**src/rtl/mont_shift_ctrl_pkg.sv**
```systemverilog
// Shared types and sizing helpers for the radix-4 Montgomery shift sequencer.
// The STEPS/CNT_W helpers keep the interface and the controller sized identically.
package mont_shift_ctrl_pkg;

  localparam int RADIX_BITS = 2;

  typedef enum logic [2:0] {
    IDLE,
    LOAD,
    DIGIT,
    ADD_WAIT,
    SHIFT,
    SWAIT,
    DONE
  } state_e;

  function automatic int steps_of(input int n_bits);
    return n_bits / RADIX_BITS;
  endfunction

  // A single-digit pass still needs a 1-bit counter.
  function automatic int cnt_w_of(input int n_bits);
    return (steps_of(n_bits) > 1) ? $clog2(steps_of(n_bits)) : 1;
  endfunction

endpackage

```
**src/rtl/mont_shift_ctrl_if.sv**
```systemverilog
// Control bundle between the multiplier FSM, the shift register / adder datapath
// and the shift sequencer; master is the sequencer side.
interface mont_shift_ctrl_if
  import mont_shift_ctrl_pkg::*;
#(
  parameter int N_BITS = 1024
) ();

  localparam int CNT_W = cnt_w_of(N_BITS);

  logic                  start;
  logic                  abort;
  logic                  sr_enable;
  logic                  sr_shift;
  logic                  sr_shift_done;
  logic [RADIX_BITS-1:0] sr_lsb;
  logic                  add_start;
  logic                  add_done;
  logic [RADIX_BITS-1:0] digit;
  logic [CNT_W-1:0]      iter_cnt;
  logic                  busy;
  logic                  done;

  modport master (
    input  start, abort, sr_shift_done, sr_lsb, add_done,
    output sr_enable, sr_shift, add_start, digit, iter_cnt, busy, done
  );

  modport slave (
    output start, abort, sr_shift_done, sr_lsb, add_done,
    input  sr_enable, sr_shift, add_start, digit, iter_cnt, busy, done
  );

endinterface

```
**src/rtl/mont_shift_ctrl.sv**
```systemverilog
// Sequences one radix-4 Montgomery pass: load, then per digit launch the adder,
// wait for it, and shift the operand register right by two bits.
module mont_shift_ctrl
  import mont_shift_ctrl_pkg::*;
#(
  parameter int N_BITS = 1024
) (
  input  logic              clk,
  input  logic              restn,
  mont_shift_ctrl_if.master bus
);

  localparam int              STEPS = steps_of(N_BITS);
  localparam int              CNT_W = cnt_w_of(N_BITS);
  localparam logic [CNT_W-1:0] LAST = CNT_W'(STEPS - 1);

  state_e                r_state;
  state_e                w_next;
  logic                  r_sr_enable, r_sr_shift, r_add_start, r_busy, r_done;
  logic                  w_sr_enable, w_sr_shift, w_add_start, w_busy, w_done;
  logic [RADIX_BITS-1:0] r_digit;
  logic [CNT_W-1:0]      r_iter_cnt;
  logic                  w_last;

  assign w_last = (r_iter_cnt == LAST);

  // Strobes are registered from the next state so each one lines up with its state.
  always_ff @(posedge clk or negedge restn) begin
    if (!restn) begin
      r_state     <= IDLE;
      r_sr_enable <= 1'b0;
      r_sr_shift  <= 1'b0;
      r_add_start <= 1'b0;
      r_busy      <= 1'b0;
      r_done      <= 1'b0;
    end else begin
      r_state     <= w_next;
      r_sr_enable <= w_sr_enable;
      r_sr_shift  <= w_sr_shift;
      r_add_start <= w_add_start;
      r_busy      <= w_busy;
      r_done      <= w_done;
    end
  end

  always_comb begin
    w_next = r_state;
    if (r_state == IDLE) begin
      if (bus.start && !bus.abort) w_next = LOAD;
    end else if (bus.abort) begin
      w_next = IDLE;
    end else begin
      case (r_state)
        LOAD:     w_next = DIGIT;
        DIGIT:    w_next = ADD_WAIT;
        ADD_WAIT: if (bus.add_done) w_next = SHIFT;
        SHIFT:    w_next = SWAIT;
        SWAIT:    if (bus.sr_shift_done) w_next = w_last ? DONE : DIGIT;
        DONE:     w_next = IDLE;
        default:  w_next = IDLE;
      endcase
    end
  end

  always_comb begin
    w_sr_enable = (w_next == LOAD);
    w_sr_shift  = (w_next == SHIFT);
    w_add_start = (w_next == DIGIT);
    w_done      = (w_next == DONE);
    w_busy      = (w_next != IDLE);
  end

  // The shift register only presents the loaded operand one cycle after LOAD,
  // so the digit is captured at the end of the DIGIT cycle; abort freezes both.
  always_ff @(posedge clk or negedge restn) begin
    if (!restn) begin
      r_digit    <= '0;
      r_iter_cnt <= '0;
    end else if (!bus.abort) begin
      if (r_state == DIGIT) r_digit <= bus.sr_lsb;
      if (r_state == LOAD) begin
        r_iter_cnt <= '0;
      end else if (r_state == SWAIT && bus.sr_shift_done && !w_last) begin
        r_iter_cnt <= r_iter_cnt + 1'b1;
      end
    end
  end

  assign bus.sr_enable = r_sr_enable;
  assign bus.sr_shift  = r_sr_shift;
  assign bus.add_start = r_add_start;
  assign bus.busy      = r_busy;
  assign bus.done      = r_done;
  assign bus.digit     = r_digit;
  assign bus.iter_cnt  = r_iter_cnt;

endmodule

```
**src/flat_wrapper.sv**
```systemverilog
// flat-port wrapper written by rule: the top's interface ports become plain ports
module mont_shift_ctrl_flat import mont_shift_ctrl_pkg::*;
#(
  parameter int N_BITS = 1024
)
  (clk, restn, bus_start, bus_abort, bus_sr_shift_done, bus_sr_lsb, bus_add_done, bus_sr_enable, bus_sr_shift, bus_add_start, bus_digit, bus_iter_cnt, bus_busy, bus_done);
  mont_shift_ctrl_if #(.N_BITS(N_BITS)) bus_i ();
  input  logic clk;
  input  logic restn;
  input wire logic [$bits(bus_i.start)-1:0] bus_start;
  input wire logic [$bits(bus_i.abort)-1:0] bus_abort;
  input wire logic [$bits(bus_i.sr_shift_done)-1:0] bus_sr_shift_done;
  input wire logic [$bits(bus_i.sr_lsb)-1:0] bus_sr_lsb;
  input wire logic [$bits(bus_i.add_done)-1:0] bus_add_done;
  output wire logic [$bits(bus_i.sr_enable)-1:0] bus_sr_enable;
  output wire logic [$bits(bus_i.sr_shift)-1:0] bus_sr_shift;
  output wire logic [$bits(bus_i.add_start)-1:0] bus_add_start;
  output wire logic [$bits(bus_i.digit)-1:0] bus_digit;
  output wire logic [$bits(bus_i.iter_cnt)-1:0] bus_iter_cnt;
  output wire logic [$bits(bus_i.busy)-1:0] bus_busy;
  output wire logic [$bits(bus_i.done)-1:0] bus_done;
  assign bus_i.start = bus_start;
  assign bus_i.abort = bus_abort;
  assign bus_i.sr_shift_done = bus_sr_shift_done;
  assign bus_i.sr_lsb = bus_sr_lsb;
  assign bus_i.add_done = bus_add_done;
  assign bus_sr_enable = bus_i.sr_enable;
  assign bus_sr_shift = bus_i.sr_shift;
  assign bus_add_start = bus_i.add_start;
  assign bus_digit = bus_i.digit;
  assign bus_iter_cnt = bus_i.iter_cnt;
  assign bus_busy = bus_i.busy;
  assign bus_done = bus_i.done;
  mont_shift_ctrl #(.N_BITS(N_BITS)) u_core (.clk(clk), .restn(restn), .bus(bus_i));
endmodule
```
**config.mk**
```make
export PLATFORM = sky130hd
export DESIGN_NAME = mont_shift_ctrl_flat
export DESIGN_NICKNAME = d
export VERILOG_FILES = /design/src/rtl/mont_shift_ctrl_pkg.sv /design/src/rtl/mont_shift_ctrl_if.sv /design/src/rtl/mont_shift_ctrl.sv /design/src/flat_wrapper.sv
export SDC_FILE = /design/constraint.sdc
export NUM_CORES = 1
export LEC_CHECK = 0
export ABC_CLOCK_PERIOD_IN_PS = 3950
export BUFFER_PORTS_ARGS = -buffer_cell sky130_fd_sc_hd__buf_2
export CAP_MARGIN = 20
export CORE_MARGIN = 2
export CORE_UTILIZATION = 51
export CTS_BUF_LIST = sky130_fd_sc_hd__clkbuf_8
export DETAILED_ROUTE_END_ITERATION = 10
export GPL_TIMING_DRIVEN = 0
export PLACE_DENSITY = 0.77
export SYNTH_ARGS = -nofsm -noshare
export SYNTH_HDL_FRONTEND = slang
export SYNTH_SLANG_ARGS = --single-unit
```
**constraint.sdc**
```tcl
create_clock -name clk -period 3.95 [get_ports clk]
set_clock_uncertainty 0.15 [all_clocks]
set_input_delay 0.9875 -clock clk [delete_from_list [all_inputs] [get_ports clk]]
set_output_delay 0.9875 -clock clk [all_outputs]
set_load 0.02 [all_outputs]
```
==> results.ini <==
[sta]
rsz0062_at_grt=false
finalCritPeriodShare=0.691
finalCriticalPeriod_ns=2.73
final-setup-viol-count=0
fmax_mhz=366
slew_headroom=0.678
setup_tns_ns=0
report.final.slew_viol_count=0
finalHoldViolCount=0
worst-slew-pin-transition_ns=0.471

[global_route]
grt_pass1_vias=663
grtUsageMet1=0.257
grt.total_usage=0.187
grt_busiest_layer=met2
met2_usage=0.286
grt_max_degree=20
overflow=0
grt_pass1_wl_um=2950
antenna_found_initial=0
use_met3=0.0385

[cts]
clkTransAtPathRegs_ns=0.07
cts_hold_buffers=0
clk_latency_ns=0.25
cts_root_buf=clkbuf_8
clockBufferDepth=2
cts.sinks=19
cts_buffers=3
post_cts_resized=0
postCtsSetupRepairBufs=0
htreeDepth=1
cts_tree=done

[worst_setup_path]
crit_family=simple AND/OR/NAND/NOR gates
crit_slowest_cell=dfrtp_1
critPathKind=reg -> reg
path_common_cell=and3_1
path_buf_inv=1
start_kind=register
worstPathCellList=and3_1 -> and3_1 -> and3_1 -> ha_1 -> nand3b_1 -> a31oi_1 -> nand2_2 -> buf_2 -> nor2_1 -> mux2_2
critical_path_peak_fanout=10
cp_data_required_time_ns=3.94
worstSetupEndpointType=register
worstPathArrival_ns=2.72
max_stage_delay_ns=0.43

[pwr]
p_leak_nw=0.573
peakVddDrop_v=0.000237
power_density_nw_per_um2=379

[layout]
nNetsFinal=128
syn_to_final_growth_pct=20.0
antenna_cells=0
drive_gt1_frac=0.316
post-route-util=0.658

[floorplanning]
die_y_um=47.3
core.rowCount=15
die-area_um2=2240
core_um2=1750
die_w_um=47.3
start_util=0.548
io_pins=24

[drt]
wl_per_cell_um=13.1
wirelength_um=1850
vias=779
drc_errors=0
first_pass_iters=4
drt_iter0_drc=13
ant_nets=0
viasPerCell=5.49

[yosys]
ys_types=29
synth_seq_area_share=0.497
syn_nets=100
synth_area_um2=957
synthCells=90
yosys.area.top_type=dfrtp_1
yosys-top-cells-area=dfrtp_1 (50%), o31ai_1 (5.5%), mux2_2 (4.7%), or4_1 (3.9%), a21oi_1 (3.7%)
synth_seq_cells=19
netlist.area_leader.share=0.497
synth_warnings=0
dominantRegCellSynth=dfrtp_1
synth-edff-count=0
syn_avg_cell_area_um2=10.6
async_flop_share=1.00
synthTopCellsByCount=dfrtp_1 (19), a21oi_1 (7), o31ai_1 (7)
yosysMostFrequentCell=dfrtp_1

[place]
globalplace.congestion=0.867
io_buffers=23

[worst_hold_path]
hold_class=reg -> reg

[flow_run]
cap_violations=0

[run_status]
status=complete, no violations

## registers in the layout, summed over array words and instances, names as in the netlist
register / flops
u_core.r_state: 3
u_core.bus.busy: 1
u_core.bus.sr_enable: 1
u_core.bus.digit: 2
u_core.bus.add_start: 1
u_core.bus.iter_cnt: 9
u_core.bus.done: 1
u_core.bus.sr_shift: 1
## power breakdown
part           switching [mW]  internal [mW]  leakage [nW]
clock                  0.0576         0.0689        0.0269
combinational          0.0592         0.0343         0.291
sequential            0.00568          0.210         0.256
total                   0.122          0.313         0.573
## path summary, 6_finish.rpt
path                       slack, ns                    from                      to  cells past startpoint
hold reg to reg                 0.35     u_core.bus.digit[0]     u_core.bus.digit[0]                      1
max in group asynchronous       2.85                   restn  u_core.bus.iter_cnt[6]                      1
setup reg to reg                1.22  u_core.bus.iter_cnt[2]  u_core.bus.iter_cnt[0]                     10
setup / recovery                1.22  u_core.bus.iter_cnt[2]  u_core.bus.iter_cnt[0]                     10
min in group asynchronous       0.51                   restn         u_core.bus.busy                      1
hold / removal                  0.35     u_core.bus.digit[0]     u_core.bus.digit[0]                      1
## final cells by class
| cell class | instances | area, um2 |
|---|---|---|
| Timing Repair Buffer | 23 | 115 |
| Clock inverter | 1 | 3.75 |
| Buffer | 6 | 35.0 |
| Multi-Input combinational cell | 62 | 435 |
| Sequential cell | 19 | 475 |
| Clock buffer | 3 | 41.3 |
| Inverter | 3 | 11.3 |
| Tap cell | 25 | 31.3 |
| Fill cell | 163 | 597 |
## logic make-up after synthesis
family	synth area share
buffers and inverters	0.0484
DFF	0.497
adders and majority gates	0.0261
and+or+nand+nor	0.210
muxes	0.0471
AOI/OAI and AO/OA	0.171
## cells in the final DEF (no fill, tap or decap), drive strengths merged
master and instances:
a2111oi 2, a21o 1, a21oi 7, a221oi 1
a31oi 1, and3 5, and4b 1, buf 28
clkbuf 4, dfrtp 19, ha 2, inv 4
mux2 4, nand2 3, nand2b 2, nand3 5
nand3b 1, nor2 4, nor2b 4, nor3 2
nor3b 1, nor4 1, o21a 1, o21ai 2
o31ai 7, or4 5
## stage by stage
| step | hold WS, ns | instance area [um2] | setup slack [ns] | total power, mW | std cells |
|---|---|---|---|---|---|
| global placement | 0.335 | 1100 | 1.11 | 0.312 | 138 |
| detailed placement | 0.341 | 1100 | 1.11 | 0.313 | 138 |
| finish | 0.349 | 1150 | 1.22 | 0.435 | 142 |
| CTS | 0.356 | 1150 | 1.20 | 0.439 | 142 |
| floorplan | 0.460 | 957 | 1.35 | 0.283 | 90 |
| global route | 0.377 | 1150 | 1.04 | 0.453 | 142 |
## per-layer routing
layer	vias to the layer above	wire length (um)
li1	395	-
met1	361	812
met2	19	918
met3	4	100
met4	0	22
met5	-	0
Power figures use the tool's default switching activity.
